<file path="config.mk">
export PLATFORM = sky130hd
export DESIGN_NAME = alu_scheduler
export DESIGN_NICKNAME = d
export VERILOG_FILES = /design/src/rtl/alu_scheduler.sv
export SDC_FILE = /design/constraint.sdc
export NUM_CORES = 1
export LEC_CHECK = 0
export ABC_AREA = 1
export CAP_MARGIN = 10
export CELL_PAD_IN_SITES_DETAIL_PLACEMENT = 1
export CELL_PAD_IN_SITES_GLOBAL_PLACEMENT = 1
export CORE_ASPECT_RATIO = 1.2
export CORE_MARGIN = 4
export CORE_UTILIZATION = 28
export DETAILED_ROUTE_END_ITERATION = 8
export PLACE_DENSITY_LB_ADDON = 0.1
export SYNTH_ARGS = -nofsm -noshare
export SYNTH_HDL_FRONTEND = slang
export SYNTH_SLANG_ARGS = --single-unit
</file>
<file path="constraint.sdc">
create_clock -name clk -period 2.4 [get_ports clk]
set_input_delay 0.72 -clock clk [delete_from_list [all_inputs] [get_ports clk]]
set_output_delay 0.72 -clock clk [all_outputs]
set_load 0.02 [all_outputs]
</file>
<file path="src/rtl/alu_scheduler.sv">
// Round-robin scheduler that time-shares one combinational ALU between two
// valid/ready requesters: accept, drive operands for one cycle, capture, respond.
module alu_scheduler #(
   parameter int W  = 32,
   parameter int CW = 16
) (
   input  logic          clk,
   input  logic          reset,
   input  logic          req0_valid,
   output logic          req0_ready,
   input  logic [W-1:0]  req0_a,
   input  logic [W-1:0]  req0_b,
   input  logic [2:0]    req0_op,
   input  logic          req1_valid,
   output logic          req1_ready,
   input  logic [W-1:0]  req1_a,
   input  logic [W-1:0]  req1_b,
   input  logic [2:0]    req1_op,
   output logic          resp0_valid,
   input  logic          resp0_ready,
   output logic [W-1:0]  resp0_c,
   output logic          resp1_valid,
   input  logic          resp1_ready,
   output logic [W-1:0]  resp1_c,
   output logic [W-1:0]  alu_a,
   output logic [W-1:0]  alu_b,
   output logic [2:0]    alu_op,
   input  logic [W-1:0]  alu_c,
   output logic [CW-1:0] op_count
);

   typedef enum logic [1:0] {IDLE, EXEC, RESP} state_t;

   state_t        state_q, state_d;
   logic          owner_q, owner_d;
   logic          last_grant_q, last_grant_d;
   logic [W-1:0]  alu_a_q, alu_a_d;
   logic [W-1:0]  alu_b_q, alu_b_d;
   logic [2:0]    alu_op_q, alu_op_d;
   logic [W-1:0]  resp0_c_q, resp0_c_d;
   logic [W-1:0]  resp1_c_q, resp1_c_d;
   logic [CW-1:0] op_count_q, op_count_d;

   logic grant0, grant1, resp_hs;

   // Under contention the requester that did not win last time is favoured.
   always_comb begin
      grant0 = req0_valid && (!req1_valid || last_grant_q);
      grant1 = req1_valid && (!req0_valid || !last_grant_q);
   end

   assign req0_ready  = !reset && (state_q == IDLE) && grant0;
   assign req1_ready  = !reset && (state_q == IDLE) && grant1;
   assign resp0_valid = (state_q == RESP) && !owner_q;
   assign resp1_valid = (state_q == RESP) && owner_q;
   assign resp_hs     = (resp0_valid && resp0_ready) || (resp1_valid && resp1_ready);

   always_comb begin
      // NOTE: every next-state signal defaults to its register first, so no path leaves one unassigned and no latch is inferred.
      state_d      = state_q;
      owner_d      = owner_q;
      last_grant_d = last_grant_q;
      alu_a_d      = alu_a_q;
      alu_b_d      = alu_b_q;
      alu_op_d     = alu_op_q;
      resp0_c_d    = resp0_c_q;
      resp1_c_d    = resp1_c_q;
      op_count_d   = op_count_q;
      unique case (state_q)
         IDLE: begin
            if (req0_ready) begin
               alu_a_d  = req0_a;
               alu_b_d  = req0_b;
               alu_op_d = req0_op;
               owner_d  = 1'b0;
               state_d  = EXEC;
            end else if (req1_ready) begin
               alu_a_d  = req1_a;
               alu_b_d  = req1_b;
               alu_op_d = req1_op;
               owner_d  = 1'b1;
               state_d  = EXEC;
            end
         end
         EXEC: begin
            // Operands have been stable for this whole cycle, so alu_c is settled.
            if (owner_q) resp1_c_d = alu_c;
            else         resp0_c_d = alu_c;
            state_d = RESP;
         end
         RESP: begin
            if (resp_hs) begin
               op_count_d   = op_count_q + CW'(1);
               last_grant_d = owner_q;
               state_d      = IDLE;
            end
         end
         default: state_d = IDLE;
      endcase
   end

   always_ff @(posedge clk) begin
      if (reset) begin
         state_q      <= IDLE;
         owner_q      <= 1'b0;
         last_grant_q <= 1'b1;
         alu_a_q      <= '0;
         alu_b_q      <= '0;
         alu_op_q     <= '0;
         resp0_c_q    <= '0;
         resp1_c_q    <= '0;
         op_count_q   <= '0;
      end else begin
         // NOTE: non-blocking assignments so every register samples pre-edge values.
         state_q      <= state_d;
         owner_q      <= owner_d;
         last_grant_q <= last_grant_d;
         alu_a_q      <= alu_a_d;
         alu_b_q      <= alu_b_d;
         alu_op_q     <= alu_op_d;
         resp0_c_q    <= resp0_c_d;
         resp1_c_q    <= resp1_c_d;
         op_count_q   <= op_count_d;
      end
   end

   assign alu_a    = alu_a_q;
   assign alu_b    = alu_b_q;
   assign alu_op   = alu_op_q;
   assign resp0_c  = resp0_c_q;
   assign resp1_c  = resp1_c_q;
   assign op_count = op_count_q;

endmodule
</file>
# Word level (Yosys, flattened, before mapping)
# Index checks and enable logic that the tools add are counted.
# totals
reg_bits	151
in_bits	172
out_inout_bits	151
word_cells	51
# op_classes
n_addsub	1
n_eq_ne	4
n_mux	12
bitwise_logic	1
reduce_logical	24
# ops
cell	n
32-bit 2-to-1 mux	4
16-bit by 1-bit adder with 16-bit output, second input constant	1
2-bit AND reduction	5
1-bit logical AND	9
2-bit 2-to-1 mux	3
3-bit 2-to-1 mux	2
2-bit case mux with 3 select lines	1
1-bit logical NOT	5
1-bit logical OR	3
3-bit inequality test, second input constant	1
2-bit by 1-bit equality test with 1-bit output, second input constant	1
2-bit equality test, second input constant	1
2-bit logical NOT	1
1-bit 2-to-1 mux	2
2-bit inequality test, second input constant	1
2-bit nonzero test	1
1-bit NOT	1

# Logic depth before layout (Yosys ltp)
# logic_depth
word_depth	7
depth_mapped	9
mapped_depth_nobuf	8

# Least setup slack after synthesis
# OpenSTA, ideal clock, no wires.
# synth_path
path_type	input to output
from	input reset
to	output req1_ready
t_arrival_ps	1527
required_time_ps	1680
slack_ps	153
path_stages	7
n_path_buf	2
cell_sequence	buf_6 inv_4 nand3_4 inv_2 nand3_2 buf_2 inv_1
# synth_between
elab_chain_cells	3
# synth_lines
item	line_no	text
start: declaration	8	input logic reset,
1-bit logical NOT	53	assign req1_ready = !reset && (state_q == IDLE) && grant1;
1-bit logical AND (2 in a row)	53	
end: declaration	15	output logic req1_ready,
# No other way between the ends.

# Worst setup path in the final report
# Same ends and word-level chain as after synthesis.

==> results.toml <==
[outcome]
outcome = "finished, final reports clean"

[critical_path]
crit_path_end_kind = "output pin"
r2r_cells = 7
start_kind = "input pin"
cp.required_ps = 1680
criticalPathCategory = "in -> out"
worstPathArrival_ps = 1510
worstPathMaxFanout = 2

[floorplan]
dieWidth_um = 153
core_area_mm2 = 0.0248
dieArea_mm2 = 0.0277
start_util = 0.284
fp.dieH_um = 182
row_count = 63
io_pins = 323

[route]
drtAntennaViolNets = 0
num_vias = 7457
wire_per_inst_um = 15.3
drt-vias-per-instance = 4.49
drt-initial-drc-count = 253
drt_first_pass_iters = 4
wirelength_um = 25300
drc = 0

[timing]
clock_skew_ps = 13.8
clock.fmax_mhz = 448
fin_ws_ps = 168
hold_ws_ps = 445
hold_violations = 0
slew_headroom = 0.403
rsz0062_at_grt = "no"
worstMarginPinSlew_ps = 895
setup_viol = 0
fin_crit_sh = 0.930
finalMaxSlewViolations = 0
fin_crit_ps = 2230

[synthesis]
synth_area_leaders = "dfxtp_1 (43%), inv_1 (12%), nand3_1 (10%)"
syn_area_per_cell_um2 = 6.85
synth-xor-area-share = 0
synth_area_mm2 = 0.00703
synthCells = 1026
synth_top_family_by_area = "simple AND/OR/NAND/NOR gates"
ys_types = 27
synth-compound-area-share = 0.153
ys_seq_elements = 151
synthMuxAreaShare = 0
syn_nets = 1199
synthAdderAreaFrac = 0.00178
ys_seq_area_frac = 0.430
yosys.area.top_type = "dfxtp_1"
synth.yosys.warnings = 0
synthSimpleGateAreaFrac = 0.240
synth_top_area_share = 0.430

[power_and_ir_drop]
power.density_mw_per_mm2 = 631
finalPower_mw = 7.06
ir_drop_v = 0.000387
power.leakage_nw = 4.71

[min_path]
hp-class = "reg -> reg"
holdPathStages = 2

[place]
hpwl_um = 18100
routabilityCongestion = 0.762
place_ws_ps = -462
io_buffers = 322

[global_route]
grt_pass1_wl_um = 39900
track_usage = 0.177
grt_pass1_vias = 7415
grt_start_max_net_pins = 79
grt-ovfl-total = 0
antenna_found_initial = 2

[clock_tree]
cts_inserted_buffers = 17
cts_tree = "yes"
clk_pin_slew_ps = 70
clkSinkCount = 151
insertion_delay_ps = 420
post_cts_buffers = 0
cts_root_buf = "clkbuf_16"
htree_levels = 4
clock_path_buffers = 2

[final_layout]
areaGrowthSynthToFinish_pct = 59.2
layout_commonest_cell = "clkdlybuf4s50_1"
fin_util = 0.452
nFillCells = 3079
final_nets = 1494
layout_common_cells = "clkdlybuf4s50_1 (315), inv_1 (224), nand2_1 (177)"
layout-drive-gt1-share = 0.0585

[flow_run]
maxCapViolCount = 0
[final timing paths]
path	startpoint	end	slack (ps)
setup / recovery	reset	req1_ready	170
hold / removal	resp1_c[14]	resp1_c[14]	440
setup reg to reg	state_q[0]	alu_a[26]	530
hold reg to reg	resp1_c[14]	resp1_c[14]	440
[repair_timing]
| action | in CTS | in global routing |
|---|---|---|
| endpoints found under the hold margin | 0 | 0 |
| setup endpoints to repair | 3 | 3 |
| pin swaps | 0 | 1 |
| cloned | 0 | 0 |
| resized for setup | 7 | 5 |
| hold buffers | 0 | 0 |
[cell families (layout without fill, tap and decap cells)]
logic type,after synthesis,in the layout
flops,151,151
fa+ha+maj,1,1
compound gates,211,211
buf+inv,294,602
simple gates,369,369
other cells,0,1
[per-layer routing]
layer / track usage / vias to the layer above / part of all wire
met3: 0.0622 / 16 / 0.069
met1: 0.206 / 3455 / 0.41
met2: 0.312 / 190 / 0.51
met4: 0.0467 / 2 / 0.014
li1: - / 3794 / -
met5: 0 / - / 0.00071
[area by class of cell]
class / count / area [um2] / share of cell area
well taps: 325 / 407 / 0.0364
clock inverters: 15 / 175 / 0.0157
clock buffers: 17 / 425 / 0.0380
inverters: 228 / 858 / 0.0768
repair buffers: 342 / 3510 / 0.314
diodes: 1 / 2.50 / 0.000224
multi-input cells: 581 / 2790 / 0.249
flip-flops and latches: 151 / 3020 / 0.270
[worst max-delay path, cell delays in order]
cell     delay, ps
buf_2          120
inv_4           60
nand3_4         80
buf_4          160
inv_2           70
nand3_2         80
inv_1           70
buf_4          140
[synthesized netlist by cell type, drive strengths merged]
library cell,n
inv,228
nand2,180
nand3,155
dfxtp,151
a21oi,142
o21ai,67
buf,40
clkbuf,26
nor2,26
nand4,7
ha,1
nor3,1
o211ai,1
o31ai,1
[metrics by stage]
step / TNS [ps] / cell area, um2 / cells
after floorplan: 0 / 7030 / 1026
after global routing: 0 / 11200 / 1660
after CTS: -3.83 / 11200 / 1659
after global placement: -18660 / 10600 / 1627
after detailed placement: -19720 / 10600 / 1627
final: 0 / 11200 / 1660
[sequential cells by signal (all words and copies together) (netlist names)]
signal	flops
alu_a	32
alu_b	32
last_grant_q	1
state_q	2
op_count	16
alu_op	3
owner_q	1
resp1_c	32
resp0_c	32
[where the power goes]
part | total [mW] | internal (mW) | switching [mW]
logic | 1.57 | 0.765 | 0.805
clock network | 2.72 | 1.41 | 1.31
registers | 2.77 | 2.68 | 0.0932
total | 7.06 | 4.86 | 2.20
Power figures use the tool's default switching activity.
